`src/rtl/cp0_ctrl.sv`:
```
// Coprocessor 0 for the multi-cycle MIPS core: Status/Cause/EPC with the 5-bit Status shift-stack.
// Optional Count/Compare timer is built when CP0_TIMER_EN is defined.
module cp0_ctrl #(
  parameter logic [31:0] EXC_VECTOR   = 32'h0000_0004,
  parameter logic [31:0] STATUS_RESET = 32'h0000_000F
) (
  input  logic        clk,
  input  logic        reset,
  input  logic        mfc0,
  input  logic        mtc0,
  input  logic [31:0] pc,
  input  logic [4:0]  rd,
  input  logic [31:0] wdata,
  input  logic        exception,
  input  logic        eret,
  input  logic [4:0]  cause,
  output logic [31:0] rdata,
  output logic [31:0] status,
  output logic [31:0] exc_addr,
  output logic        timer_irq
);

  localparam logic [4:0] REG_COUNT   = 5'd9;
  localparam logic [4:0] REG_COMPARE = 5'd11;
  localparam logic [4:0] REG_STATUS  = 5'd12;
  localparam logic [4:0] REG_CAUSE   = 5'd13;
  localparam logic [4:0] REG_EPC     = 5'd14;

  localparam logic [4:0] EXC_SYSCALL = 5'd8;
  localparam logic [4:0] EXC_BREAK   = 5'd9;
  localparam logic [4:0] EXC_TEQ     = 5'd13;

  logic [31:0] status_q, status_d;
  logic [31:0] cause_q, cause_d;
  logic [31:0] epc_q, epc_d;

  logic mask_ok;
  logic accept;
  logic do_eret;

  always_comb begin
    case (cause)
      EXC_SYSCALL: mask_ok = status_q[1];
      EXC_BREAK:   mask_ok = status_q[2];
      EXC_TEQ:     mask_ok = status_q[3];
      default:     mask_ok = 1'b1;
    endcase
  end

  assign accept  = exception & status_q[0] & mask_ok;
  // Any exception request, accepted or not, suppresses a concurrent eret.
  assign do_eret = eret & ~exception;

  assign status   = status_q;
  assign exc_addr = do_eret ? epc_q : EXC_VECTOR;

`ifdef CP0_TIMER_EN
  logic [31:0] count_q, count_d;
  logic [31:0] compare_q, compare_d;

  always_comb begin
    count_d   = count_q + 32'd1;
    compare_d = compare_q;
    if (mtc0 && rd == REG_COUNT)   count_d   = wdata;
    if (mtc0 && rd == REG_COMPARE) compare_d = wdata;
  end

  always_ff @(posedge clk) begin
    if (reset) begin
      count_q   <= 32'h0;
      compare_q <= 32'h0;
    end else begin
      count_q   <= count_d;
      compare_q <= compare_d;
    end
  end

  assign timer_irq = cause_q[15] & status_q[15] & status_q[0];
`else
  assign timer_irq = 1'b0;
`endif

  always_comb begin
    status_d = status_q;
    cause_d  = cause_q;
    epc_d    = epc_q;
    if (accept) begin
      status_d     = {status_q[26:0], 5'b0};
      cause_d[6:2] = cause;
      epc_d        = pc;
    end else begin
      if (do_eret)
        status_d = {5'b0, status_q[31:5]};
      else if (mtc0 && rd == REG_STATUS)
        status_d = wdata;
      if (mtc0 && rd == REG_CAUSE) cause_d[9:8] = wdata[9:8];
      if (mtc0 && rd == REG_EPC)   epc_d = wdata;
    end
`ifdef CP0_TIMER_EN
    // Pending timer bit is sticky; a Compare write in the same cycle clears it.
    if (count_q == compare_q && compare_q != 32'h0) cause_d[15] = 1'b1;
    if (mtc0 && rd == REG_COMPARE) cause_d[15] = 1'b0;
`endif
  end

  always_ff @(posedge clk) begin
    if (reset) begin
      status_q <= STATUS_RESET;
      cause_q  <= 32'h0;
      epc_q    <= 32'h0;
    end else begin
      status_q <= status_d;
      cause_q  <= cause_d;
      epc_q    <= epc_d;
    end
  end

  always_comb begin
    rdata = 32'h0;
    if (mfc0) begin
      case (rd)
        REG_STATUS:  rdata = status_q;
        REG_CAUSE:   rdata = cause_q;
        REG_EPC:     rdata = epc_q;
`ifdef CP0_TIMER_EN
        REG_COUNT:   rdata = count_q;
        REG_COMPARE: rdata = compare_q;
`endif
        default:     rdata = 32'h0;
      endcase
    end
  end

endmodule

```
`config.mk`:
```
export PLATFORM = sky130hd
export DESIGN_NAME = cp0_ctrl
export DESIGN_NICKNAME = d
export VERILOG_FILES = /design/src/rtl/cp0_ctrl.sv
export SDC_FILE = /design/constraint.sdc
export NUM_CORES = 1
export LEC_CHECK = 0
export ABC_AREA = 1
export CAP_MARGIN = 20
export CORE_MARGIN = 3
export CORE_UTILIZATION = 45
export DETAILED_ROUTE_END_ITERATION = 12
export HOLD_SLACK_MARGIN = 0.05
export PLACE_DENSITY = 0.8
export SLEW_MARGIN = 25
export SYNTH_ARGS = -nofsm -noshare
export SYNTH_HDL_FRONTEND = slang
export SYNTH_SLANG_ARGS = --single-unit
```
`constraint.sdc`:
```
create_clock -name clk -period 2.67 [get_ports clk]
set_input_delay 0.801 -clock clk [delete_from_list [all_inputs] [get_ports clk]]
set_output_delay 0.801 -clock clk [all_outputs]
set_load 0.01 [all_outputs]
```
==> results of run 1 <==
## synthesized netlist by cell type
library cell	instances
nor3_2	1
o221ai_1	5
clkbuf_2	1
inv_2	2
nand4_1	2
buf_6	9
a21oi_1	35
inv_1	126
nand2_1	100
buf_2	21
clkinv_2	1
nand2_2	3
buf_8	1
buf_4	4
nand3_2	2
clkinv_1	1
nor2_2	2
o31ai_1	1
dfxtp_1	71
o21ai_1	24
clkbuf_1	17
nand2_4	3
o21ai_0	87
o211ai_1	3
nor2_1	116
nand3_1	83
o22ai_1	24
conb_1	1
inv_4	1
nor2_4	3
## kinds of logic after synthesis
group | after synthesis | synth area share
compound gates | 179 | 0.209
buf+inv | 184 | 0.179
flops | 71 | 0.311
other cells | 1 | 0.000822
simple gates | 315 | 0.300
## layer usage
metal	part of all wire	vias to the layer above
met5	0	-
met4	0.035	0
met3	0.099	49
met2	0.48	316
met1	0.38	2662
li1	-	2775
## worst max-delay path by stage
stage / start / endpoint / depth (start not counted)
2_1_floorplan: rd[3] / rdata[13] / 8
3_3_place_gp: rd[3] / rdata[3] / 10
3_5_place_dp: rd[2] / rdata[3] / 10
4_1_cts: rd[1] / rdata[25] / 10
5_1_grt: rd[3] / rdata[25] / 10
6_report: rd[3] / rdata[10] / 10
## registers in the layout, indices dropped and copies added, names as in the netlist
name,count
epc_q,32
cause_q,7
status,32
## critical path: stages
cell	delay, ns
buf_8	0.08
nand2_8	0.05
buf_4	0.14
nor2_4	0.11
nand2_4	0.11
buf_12	0.17
o22ai_2	0.13
inv_1	0.06
nor2_2	0.11
buf_2	0.14
## report_power, final
| group | internal [mW] | switching, mW | total [mW] |
|---|---|---|---|
| registers | 1.15 | 0.0616 | 1.21 |
| clock network | 0.437 | 0.443 | 0.881 |
| logic | 0.414 | 0.503 | 0.917 |
## layout make-up
class	instances	area, um^2	share of cell area
Timing Repair Buffer	230	2170	0.306
Tap cell	133	166	0.0234
Clock buffer	10	128	0.0180
Clock inverter	6	68.8	0.00969
Multi-Input combinational cell	495	2650	0.372
Inverter	131	499	0.0703
Sequential cell	71	1420	0.200
## per-stage QoR
step | util | setup TNS [ns]
after floorplan | - | 0
after global placement | 0.669 | -36.28
after detailed placement | 0.669 | -37.12
after CTS | 0.706 | -0.666
after global routing | 0.723 | -2.32
final | 0.723 | -0.328
## layout by cell type, fill, tap and decap left out, types with 3 or more instances in the layout
cell type        count
a21oi_1             34
buf_12              15
buf_16               4
buf_2               63
buf_4               28
buf_6               10
clkbuf_8             9
clkdlybuf4s50_1    103
clkinv_2             3
clkinv_4             3
dfxtp_1             71
dlygate4sd2_1        3
inv_1              122
inv_2                6
nand2_1             89
nand2_2              9
nand2_4              7
nand3_1             81
nand3_2              4
nor2_1             112
nor2_2               5
nor2_4               4
o211ai_1             3
o21ai_0             87
o21ai_1             24
o221ai_2             4
o22ai_2             20
o22ai_4              4
## timing repair
item,4_1_cts,5_1_grt
gates resized for setup,316,48
pin swaps,15,19
endpoints found under the setup margin,64,32
setup buffers,11,4
gates cloned,8,0
==> summary.md, run 1 <==
| Metric | Value |
|---|---|
| Outcome | finished with violations |
| Failing checks | negative setup slack |
| Core box area | 0.00982 mm^2 |
| H-tree depth | 3 |
| Detail Route Antenna Nets | 0 |
| RR Startpoint | status[1]$_SDFFE_PP1P_ |
| Grt ovf | 0 |
| Synthesized cell area | 0.00456 mm^2 |
| Met3 usage | 0.0464 |
| Synthesis-to-finish area growth | 55.6% |
| Worst R2R Path Depth | 9 |
| Port bufs | 175 |
| Final Hold Vio Count | 0 |
| Io pins | 177 |
| Critical Path RT | 1.87 ns |
| Final nets | 1018 |
| Clock root cell | clkbuf_8 |
| Initial antenna violation count | 0 |
| Pleak | 3.26 nW |
| R2R setup slack | 1.04 ns |
| Vias in the first global route | 5444 |
| Clock Skew | 0.0134 ns |
| Number of fillers in the final layout | 797 |
| CP max FO | 8 |
| Area contributors post-synth | dfxtp_1 31%, inv_1 10%, o21ai_0 9.5%, nor2_1 9.5%, nand3_1 9.1% |
| Period utilization | 1.02 |
| DR WL/cell | 16.8 um |
| Cells after Synth | 750 |
| Post-route cell area | 0.00710 mm^2 |
| Num CTS Buffers | 9 |
| CP endpoint kind | primary output |
| Vias per cell | 5.39 |
| Post-synthesis sequential area ratio | 0.311 |
| Top-area cell type share of the netlist area | 0.311 |
| Min Tclk post-route | 2.73 ns |
| Hold EP | cause_q[2]$_SDFFE_PP0P_ |
| GR Util met1 | 0.375 |
| Largest net degree at the start of global routing | 51 |
| Row count | 36 |
| RSZ-0062 raised after global routing | true |
| Pwr Total | 3.01 mW |
| Non-filler cells, final | 1076 |
| Die height | 107 um |
| Synth warn | 0 |
| Setup-failing EPs final | 18 |
| Hold buffer count at cts | 0 |
| Detailed Route Iter0 Violations | 506 |
| Drt total wl | 18100 um |
| Clock sinks | 71 |
| Startpoint types | primary input |
| Max Slew Vio Count | 0 |
| GPL Wtd Cong | 0.964 |
| Initial Utilization | 0.465 |
| # diodes | 0 |
| Die X-Extent | 107 um |
| GR Layer Usage met2 | 0.514 |
| Dpl ws | -0.790 ns |
| Count of cell types in the netlist | 30 |
| Hold path start | cause_q[2]$_SDFFE_PP0P_ |
| First-pass GRT wire length | 27400 um |
| Avg Cell Area, Syn | 6.08 um^2 |
| Syn nets | 830 |
| Clock transition at the registers of the reported paths | 0.08 ns |
| Final HPWL DP | 11700 um |
| Crit path kind | in -> out |
| GR peak layer | met2 |
| Crit path arrival time | 1.92 ns |
| Clock buffer depth | 2 |
| Share of post-route cells with drive strength above 1 | 0.222 |
| Die ar. | 0.0114 mm^2 |
| Min-Delay Path Class | reg -> reg |
| DRC | 0 |
| Area after DPL | 0.00657 mm^2 |
| Hold path depth | 2 |
| Peak VDD IR | 0.000382 V |
| Post-synth top area cell | dfxtp_1 |
| Final worst slack | -0.0555 ns |
| R2r endpoint | epc_q[31]$_SDFFE_PP0P_ |
| Via Count | 5802 |
| # Max-Cap Violations | 0 |
| Inst Count DP | 1041 |
| Hold WS | 0.481 ns |
| Clk Latency, worst-skew pair | 0.35 ns |
| Fmax | 0.367 GHz |
| Power density over cell area | 424 mW/mm^2 |
| CTS tree | yes |
| 1st-pass router iterations | 5 |
| Register bit count reported by yosys | 71 |
| All-Layer GR Usage | 0.299 |
No activity file was read; power rests on OpenSTA's default activity.
==> run 2, diff against run 1 <==
--- a/constraint.sdc
+++ b/constraint.sdc
@@ -3,2 +3,2 @@
 set_output_delay 0.801 -clock clk [all_outputs]
-set_load 0.01 [all_outputs]
+set_load 0.02 [all_outputs]
==> run 2 against run 1 <==
Compared with the run above:
- the run still ends with negative setup slack left
- register-to-register slack improved by 0.04 ns
- power increased by 8.4%
- core utilization increased by 2.0 points
- fmax decreased by 2.7%
- clock skew about the same
- worst hold slack improved by 0.0028 ns
- sequential power about the same
- first-iteration DRC count decreased by 15%
- final area increased by 2.7%
- wire length increased by 2.5%
==> summary.md, run 2 (synthesis gave the netlist of run 1 again) <==
| Metric | Value |
|---|---|
| Synthesis-to-finish area growth | 59.9% |
| Vias per cell | 5.47 |
| Via Count | 5887 |
| Largest net degree at the start of global routing | 51 |
| DRC | 0 |
| Min-Delay Path Class | reg -> reg |
| Die X-Extent | 107 um |
| All-Layer GR Usage | 0.310 |
| Critical Path RT | 1.87 ns |
| Port bufs | 175 |
| Vias in the first global route | 5517 |
| CTS tree | yes |
| Final nets | 1019 |
| Min Tclk post-route | 2.80 ns |
| Most frequent cells in the layout | 120 x inv_1, 111 x nor2_1, 103 x clkdlybuf4s50_1 |
| Failing checks | negative setup slack |
| Fin Setup TNS | -1.85 ns |
| Die ar. | 0.0114 mm^2 |
| Initial Utilization | 0.465 |
| Clk Latency, worst-skew pair | 0.35 ns |
| Worst path max stage delay | 0.16 ns |
| DR WL/cell | 17.2 um |
| Period utilization | 1.05 |
| H-tree depth | 3 |
| RSZ-0062 raised after global routing | true |
| Peak VDD IR | 0.000311 V |
| Pleak | 3.27 nW |
| Outcome | finished with violations |
| Grt ovf | 0 |
| GPL Wtd Cong | 0.940 |
| Core box area | 0.00982 mm^2 |
| Drt total wl | 18500 um |
| Worst R2R Path Depth | 9 |
| Initial antenna violation count | 0 |
| Max Slew Vio Count | 0 |
| Crit path kind | in -> out |
| Critical-path top delay cell | buf_4 |
| CP max FO | 7 |
| Crit-path cells | buf_8 -> nor2_4 -> buf_6 -> nand2_8 -> buf_12 -> buf_16 -> o22ai_4 -> inv_1 -> nor2_1 -> buf_4 |
| Clock sinks | 71 |
| 1st-pass router iterations | 5 |
| Hold WS | 0.484 ns |
| Commonest non-fill, non-tap cell in the layout | inv_1 |
| First-pass GRT wire length | 27900 um |
| # Max-Cap Violations | 0 |
| Row count | 36 |
| Power density over cell area | 447 mW/mm^2 |
| Clock Skew | 0.0132 ns |
| Clock transition at the registers of the reported paths | 0.07 ns |
| # diodes | 0 |
| Detail Route Antenna Nets | 0 |
| CP endpoint kind | primary output |
| Detailed Route Iter0 Violations | 429 |
| Num CTS Buffers | 9 |
| Final HPWL DP | 11800 um |
| Crit path arrival time | 2.00 ns |
| Io pins | 177 |
| Fmax | 0.357 GHz |
| Clock root cell | clkbuf_8 |
| Final Hold Vio Count | 0 |
| Hold path depth | 2 |
| Setup-failing EPs final | 31 |
| Startpoint types | primary input |
| Final worst slack | -0.133 ns |
| Die height | 107 um |
| Number of fillers in the final layout | 818 |
| Share of post-route cells with drive strength above 1 | 0.213 |
| Hold buffer count at cts | 0 |
| Clock buffer depth | 2 |
-- run 2: cell types whose count changed in the layout (fill, tap and decap cells not counted), sizes merged --
| cell | change |
|---|---|
| bufbuf | +1 |
| bufinv | +2 |
| clkdlybuf4s15 | +1 |
| clkinv | -4 |
| clkinvlp | +1 |
-- run 2: routing by layer --
layer,up-vias,part of all wire,GRT usage
met4,0,0.039,0.137
met2,345,0.48,0.525
met5,-,0,0
met3,61,0.092,0.0638
met1,2707,0.39,0.378
li1,2774,-,-
-- run 2: power by group --
part           switching [mW]  internal (mW)
Clock                   0.424          0.647
Combinational           0.558          0.423
Sequential             0.0591           1.15
Total                    1.04           2.22
-- run 2: area by class of cell --
type | count | area, um^2 | share of cell area
clock inverter | 5 | 105 | 0.0144
multi-input combinational | 495 | 2630 | 0.360
sequential | 71 | 1420 | 0.195
timing repair buffer | 231 | 2340 | 0.321
clock buffer | 11 | 141 | 0.0194
inverter | 131 | 497 | 0.0681
tap | 133 | 166 | 0.0228
-- run 2: path summary, 6_finish.rpt --
check	from	end	slack [ns]
min reg2reg	cause_q[2]$_SDFFE_PP0P_	cause_q[2]$_SDFFE_PP0P_	0.48
max reg2reg	status[1]$_SDFFE_PP1P_	status[23]$_SDFFE_PP0P_	1.08
min	cause_q[2]$_SDFFE_PP0P_	cause_q[2]$_SDFFE_PP0P_	0.48
max	rd[0]	rdata[23]	-0.13
-- run 2: through the flow --
stage                     total power, mW  instance area [um^2]  setup slack [ns]  utilization  instances
after global placement               2.10                  6580            -0.845        0.670       1043
after floorplan                      1.72                  4560           0.00603            -        750
after detailed placement             2.12                  6580            -0.877        0.670       1043
final                                3.26                  7300            -0.133        0.743       1077
after global routing                 3.39                  7300            -0.202        0.743       1077
after CTS                            3.22                  7160            -0.104        0.729       1075
-- run 2: worst max-delay path: cells and delay by family --
family | cells | cell delay, ns
buffers and inverters | 6 | 0.74
AND/OR/NAND/NOR | 3 | 0.32
AO/OA/AOI/OAI | 1 | 0.13
-- run 2: what timing repair did --
action                     4_1_cts  5_1_grt
setup endpoints to repair       64       31
gates cloned                     7        0
pin swaps                       19       15
setup buffers                    9        2
resized for setup              380       27
==> run 3, diff against run 2 <==
TNS_END_PERCENT = 50   (was unset)
==> run 3 against run 2 <==
Compared with the run above:
- the flow still finishes with violations (negative setup slack)
- cell count hardly changed
- register-to-register slack got worse by 0.04 ns
- highest routed layer unchanged
- first-iteration DRC count up 4.0%
- wire length rose by 0.39%
- largest cell class unchanged
==> summary.md, run 3 (synthesis gave the netlist of run 1 again) <==
| Metric | Value |
|---|---|
| Period utilization | 1.05 |
| P_sw | 1.05 mW |
| Pleak | 3.29 nW |
| Inst Count DP | 1043 |
| CP endpoint kind | primary output |
| Core box area | 0.00982 mm^2 |
| Clock transition at the registers of the reported paths | 0.07 ns |
| All-Layer GR Usage | 0.305 |
| DRC | 0 |
| Die ar. | 0.0114 mm^2 |
| Vias in the first global route | 5526 |
| Buf/Inv on CP | 6 |
| Clock sinks | 71 |
| Critical Path RT | 1.87 ns |
| Vias per cell | 5.40 |
| Hold buffer count at cts | 0 |
| Clock buffer depth | 2 |
| DR WL/cell | 17.2 um |
| CTS tree | yes |
| Clock power frac | 0.328 |
| Crit path kind | in -> out |
| Commonest non-fill, non-tap cell in the layout | inv_1 |
| GPL Wtd Cong | 0.940 |
| Startpoint types | primary input |
| Io pins | 177 |
| Row count | 36 |
| Clock Skew | 0.0136 ns |
| Final Hold Vio Count | 0 |
| # diodes | 0 |
| R2R setup slack | 1.04 ns |
| Max Slew Vio Count | 0 |
| Grt ovf | 0 |
| Min Tclk post-route | 2.80 ns |
| Initial antenna violation count | 0 |
| RSZ-0062 raised after global routing | true |
| CP max FO | 7 |
| Seq pwr share | 0.369 |
| Sw frac | 0.320 |
| # Max-Cap Violations | 0 |
| Final worst slack | -0.128 ns |
| Worst path max stage delay | 0.16 ns |
| Power density over cell area | 442 mW/mm^2 |
| Int Pwr | 2.23 mW |
| Crit path arrival time | 2.00 ns |
| Top delay family on crit path | buffers and inverters |
| Detailed Route Iter0 Violations | 446 |
| Most frequent cells in the layout | 122 x inv_1, 103 x clkdlybuf4s50_1, 95 x nand2_1 |
| Drt total wl | 18600 um |
| First-pass GRT wire length | 27800 um |
| 1st-pass router iterations | 5 |
| Crit-path cells | buf_8 -> nor2_4 -> buf_6 -> nand2_8 -> buf_12 -> buf_16 -> o22ai_2 -> inv_1 -> nor2_1 -> buf_4 |
| Detail Route Antenna Nets | 0 |
| Peak VDD IR | 0.000321 V |
| Die X-Extent | 107 um |
| Fmax | 0.357 GHz |
| Num CTS Buffers | 9 |
| Synthesis-to-finish area growth | 62.8% |
| Non-filler cells, final | 1078 |
| Via Count | 5821 |
| Critical-path top delay cell | buf_4 |
| Final core occ | 0.756 |
| Die height | 107 um |
| Clock root cell | clkbuf_8 |
| Final nets | 1020 |
| Outcome | finished with violations |
| Port bufs | 175 |
| H-tree depth | 3 |
| Share of post-route cells with drive strength above 1 | 0.231 |
| Setup-failing EPs final | 31 |
| Initial Utilization | 0.465 |
| Clk Latency, worst-skew pair | 0.35 ns |
| Final HPWL DP | 11800 um |
| Largest net degree at the start of global routing | 51 |
| Min-Delay Path Class | reg -> reg |
| Failing checks | negative setup slack |
| Logic gate share of total power | 0.304 |
## run 3: cell types whose count changed in the layout (fill, tap and decap cells not counted), moves of 6 or more
cell,delta
nor2_2,+18
buf_6,+15
buf_2,-25
o22ai_4,-6
nor2_1,-18
o22ai_2,+6
buf_4,+12
## run 3: per-stage QoR
step	total power [mW]	setup WS [ns]	instance area (um^2)	hold WS [ns]	setup TNS [ns]
floorplan	1.72	0.00603	4560	0.439	0
global placement	2.10	-0.845	6580	0.460	-40.59
detailed placement	2.12	-0.877	6580	0.466	-41.29
CTS	3.22	-0.104	7240	0.477	-3.09
global route	3.40	-0.195	7430	0.495	-3.86
finish	3.28	-0.128	7430	0.484	-2.41
## run 3: path summary, 6_finish.rpt
kind                            from                      end  cells past startpoint
min reg2reg  cause_q[2]$_SDFFE_PP0P_  cause_q[2]$_SDFFE_PP0P_                      2
max                            rd[0]                rdata[23]                     10
max reg2reg   status[1]$_SDFFE_PP1P_    epc_q[2]$_SDFFE_PP0P_                      9
min          cause_q[2]$_SDFFE_PP0P_  cause_q[2]$_SDFFE_PP0P_                      2
## run 3: what timing repair did
action / CTS / global route
setup endpoints to repair: 64 / 62
setup buffers: 6 / 5
cloned: 5 / 3
gates resized for setup: 435 / 24
pin swaps: 18 / 17
## run 3: area by class of cell
class / instances / area (um^2)
inverter: 131 / 499
clock buffer: 11 / 141
fill: 783 / 2390
tap: 133 / 166
multi-input combinational: 495 / 2630
clock inverter: 5 / 105
sequential: 71 / 1420
timing repair buffer: 232 / 2470
## run 3: routing by layer
layer	wire length, um	track usage	up-vias
li1	-	-	2778
met5	0	0	-
met3	1710	0.0584	39
met1	7210	0.380	2685
met2	9110	0.524	319
met4	552	0.113	0
## run 3: power by group through the flow
stage | logic (mW) | clock network (mW) | registers (mW)
after detailed placement | 0.885 | 0 | 1.23
after floorplan | 0.450 | 0 | 1.27
after CTS | 0.945 | 1.07 | 1.21
after global placement | 0.869 | 0 | 1.23
after global routing | 1.07 | 1.11 | 1.22
final | 0.996 | 1.07 | 1.21
## run 3: worst min-delay path, cell delays in order (launching register included)
cell and delay [ns]:
dfxtp_1 0.32, nand2_1 0.06, a21oi_1 0.05
